<file path="config.mk">
export PLATFORM = sky130hd
export DESIGN_NAME = dmux16
export DESIGN_NICKNAME = d
export VERILOG_FILES = /design/src/rtl/dmux16.sv
export SDC_FILE = /design/constraint.sdc
export NUM_CORES = 1
export LEC_CHECK = 0
export ABC_CLOCK_PERIOD_IN_PS = 800
export CAP_MARGIN = 20
export CORE_AREA = 2 2 39 41
export DETAILED_ROUTE_END_ITERATION = 16
export DIE_AREA = 0 0 41 43
export PLACE_DENSITY = 0.69
export RECOVER_POWER = 100
export SYNTH_ARGS = -nofsm -noshare
export SYNTH_HDL_FRONTEND = slang
export SYNTH_SLANG_ARGS = --single-unit
</file>
<file path="constraint.sdc">
create_clock -name clk -period 0.8 [get_ports clk]
set_input_delay 0.16 -clock clk [delete_from_list [all_inputs] [get_ports clk]]
set_output_delay 0.16 -clock clk [all_outputs]
set_load 0.1 [all_outputs]
</file>
<file path="src/rtl/dmux16.sv">
// dmux16: 1-to-16 registered demultiplexer; routes d0 to output z[sel], all others 0.
// Latency: one clock. Inputs sampled at edge k appear on the outputs after edge k.
// Backpressure: none. There is no handshake or enable, and new inputs are accepted every cycle.
//
// Ports:
//   clk        rising-edge clock
//   rstn       synchronous active-low reset; forces all outputs to 0
//   s3..s0     select bits; sel = {s3,s2,s1,s0}
//   d0         data bit routed to the selected output
//   z0..z15    registered outputs; zN is the output for select value N
module dmux16 (
  input  logic clk,
  input  logic rstn,
  input  logic s0,
  input  logic s1,
  input  logic s2,
  input  logic s3,
  input  logic d0,
  output logic z0,
  output logic z1,
  output logic z2,
  output logic z3,
  output logic z4,
  output logic z5,
  output logic z6,
  output logic z7,
  output logic z8,
  output logic z9,
  output logic z10,
  output logic z11,
  output logic z12,
  output logic z13,
  output logic z14,
  output logic z15
);

  logic [3:0]  sel;
  logic [15:0] z_d;
  logic [15:0] z_q;

  assign sel = {s3, s2, s1, s0};

  // Every output is cleared on every edge except the selected one.
  // A change of selection therefore clears the previous output and sets the
  // new one on the same edge, with no cycle where both are 1.
  always_comb begin
    z_d      = '0;
    z_d[sel] = d0;
  end

  always_ff @(posedge clk) begin
    if (!rstn) begin
      z_q <= '0;
    end else begin
      z_q <= z_d;
    end
  end

  assign z0  = z_q[0];
  assign z1  = z_q[1];
  assign z2  = z_q[2];
  assign z3  = z_q[3];
  assign z4  = z_q[4];
  assign z5  = z_q[5];
  assign z6  = z_q[6];
  assign z7  = z_q[7];
  assign z8  = z_q[8];
  assign z9  = z_q[9];
  assign z10 = z_q[10];
  assign z11 = z_q[11];
  assign z12 = z_q[12];
  assign z13 = z_q[13];
  assign z14 = z_q[14];
  assign z15 = z_q[15];

endmodule

</file>
==> qor.yml <==
outcome: "complete, but fails checks"
violations: "setup timing"
drv_slew: 0
dpl_cell_area_um2: 887
h-tree-depth: 1
dr.pass1.iters: 4
hpwl_um: 703
drtIter0Drc: 8
io_buffers: 22
dieArea_um2: 1760
dp_cells: 81
root_buffer: "clkbuf_4"
ys_seq_area_share_pct: 73.4
vdd_drop_max_v: 0.00108
coreArea_um2: 1380
cp-end-kind: "output pin"
p_per_area_nw_per_um2: 1500
grt_overflow_total: 0
grt_max_degree: 9
antenna_found_initial: 0
reg.largest.list: "z_q (16)"
fin_nets: 77
die_x_um: 41
timing.final.ws_setup_ps: -152
fp.dieH_um: 43
synth_nets: 46
clk_path_buf_depth: 2
gp_congestion: 0.830
utilization_pct: 65.6
critPathLaunchType: "register"
max-cap-violations: 0
largest_reg_flops: 16
ios: 23
cts_tree: "built"
fin_area_um2: 907
crit_fanout: 1
fmax_mhz: 1050
postRouteAntennaNets: 0
track_usage_pct: 13.2
required_ps: 640
synth-seq-cells: 16
synth_cell_types: 8
cts_buffers: 3
period_minus_slack_ps: 952
ys_warn_count: 0
cpMaxStageDelayCell: "dfxtp_2"
period_share_pct: 119
vias: 387
hold_class: "in -> reg"
finalWirelength_um: 907
setup_viol: 16
p_leak_nw: 0.362
post-place-ws_ps: -416
worstPathArrival_ps: 790
route.detailed.wl_per_inst_um: 10.8
final_layout_size_suffix_gt1_share_pct: 58.8
grt_pass1_vias: 371
regMostFlops: "z_q"
stdcell_count: 84
cpLargestDelayFamily: "flip-flops"
synth.avg_cell_area_um2: 11.2
antenna-diode-count: 0
drcViolationCount: 0
nFillCells: 105
start_util_pct: 31.6
relSlewSlack_pct: 85.7
fp-row-count: 14
clkSlewWorstSetupHoldPaths_ps: 80
via_per_inst: 4.61
grt_first_pass_wirelength_um: 1520
rsz0062_at_grt: "true"
tightest_slew_ps: 213
finalHoldViolCount: 0
worstSetupPathType: "reg -> out"
clkSinkCount: 16
syn_inst: 39
netlist_area_um2: 437
postCtsSetupBuffers: 0
crit_path_cell_trace: "buf_12"
slowest_delay_ps: 350
syn_to_final_growth_pct: 108
timing.critical_path.buf_inv: 1
-- cell type report --
type                            count  area (µm²)  area share, %
Clock buffer                        3        22.5           2.48
Tap cell                           16        20.0           2.21
Sequential cell                    16         340           37.5
Multi-Input combinational cell     23         121           13.4
Timing Repair Buffer               26         403           44.4
-- per-stage QoR --
step	hold slack (ps)	setup TNS, ps	power [mW]
4_1_cts	367	-2440	1.38
5_1_grt	398	-2740	1.41
2_1_floorplan	229	0	0.907
3_5_place_dp	623	-5040	1.01
3_3_place_gp	622	-4690	1.00
6_report	379	-2310	1.36
-- worst paths after layout --
kind  endpoint  cells after the start     from
max        z14                      1  z_q[14]
min    z_q[12]                      3       s1
-- cell usage in the layout (no fill, tap or decap) --
master	count
buf_12	16
dfxtp_2	16
nor2_1	12
dlygate4sd2_1	6
buf_4	4
nor3_1	3
clkbuf_4	3
nand4b_1	2
nand2b_1	2
nand2_1	1
nand4bb_1	1
nor3_2	1
nand4_1	1
-- routing by layer --
layer	track usage (%)	vias to the layer above	part of all wire, %
met2	20.6	20	51
met5	0	-	0
met1	15.3	172	40
li1	-	191	-
met4	10.0	0	2.5
met3	1.57	4	6.1
-- synth_stat cells --
master,count,area share [%]
nand2b_1,2,2.9
nor2_1,12,10
dfxtp_1,16,73
nor3_1,4,4.6
nand4_1,1,1.4
nand2_1,1,0.86
nand4b_1,2,4.0
nand4bb_1,1,2.6
-- logic make-up after synthesis --
family | Yosys count | synth area share [%]
AND/OR/NAND/NOR | 23 | 26.6
flip-flops | 16 | 73.4
-- report_power, final --
group          total [mW]  internal [mW]  leakage (nW)  switching, mW
registers           0.811          0.805         0.137        0.00633
clock network       0.382          0.174        0.0138          0.208
logic               0.169         0.0675         0.211          0.102
total                1.36           1.05         0.362          0.316
-- repair_timing --
action,in CTS,in global routing
hold endpoints to repair,0,0
gates resized for setup,8,0
endpoints found under the setup margin,30,16
pin swaps,2,0
hold buffers,0,0
cloned,0,0
(Power assumes the default switching activity.)
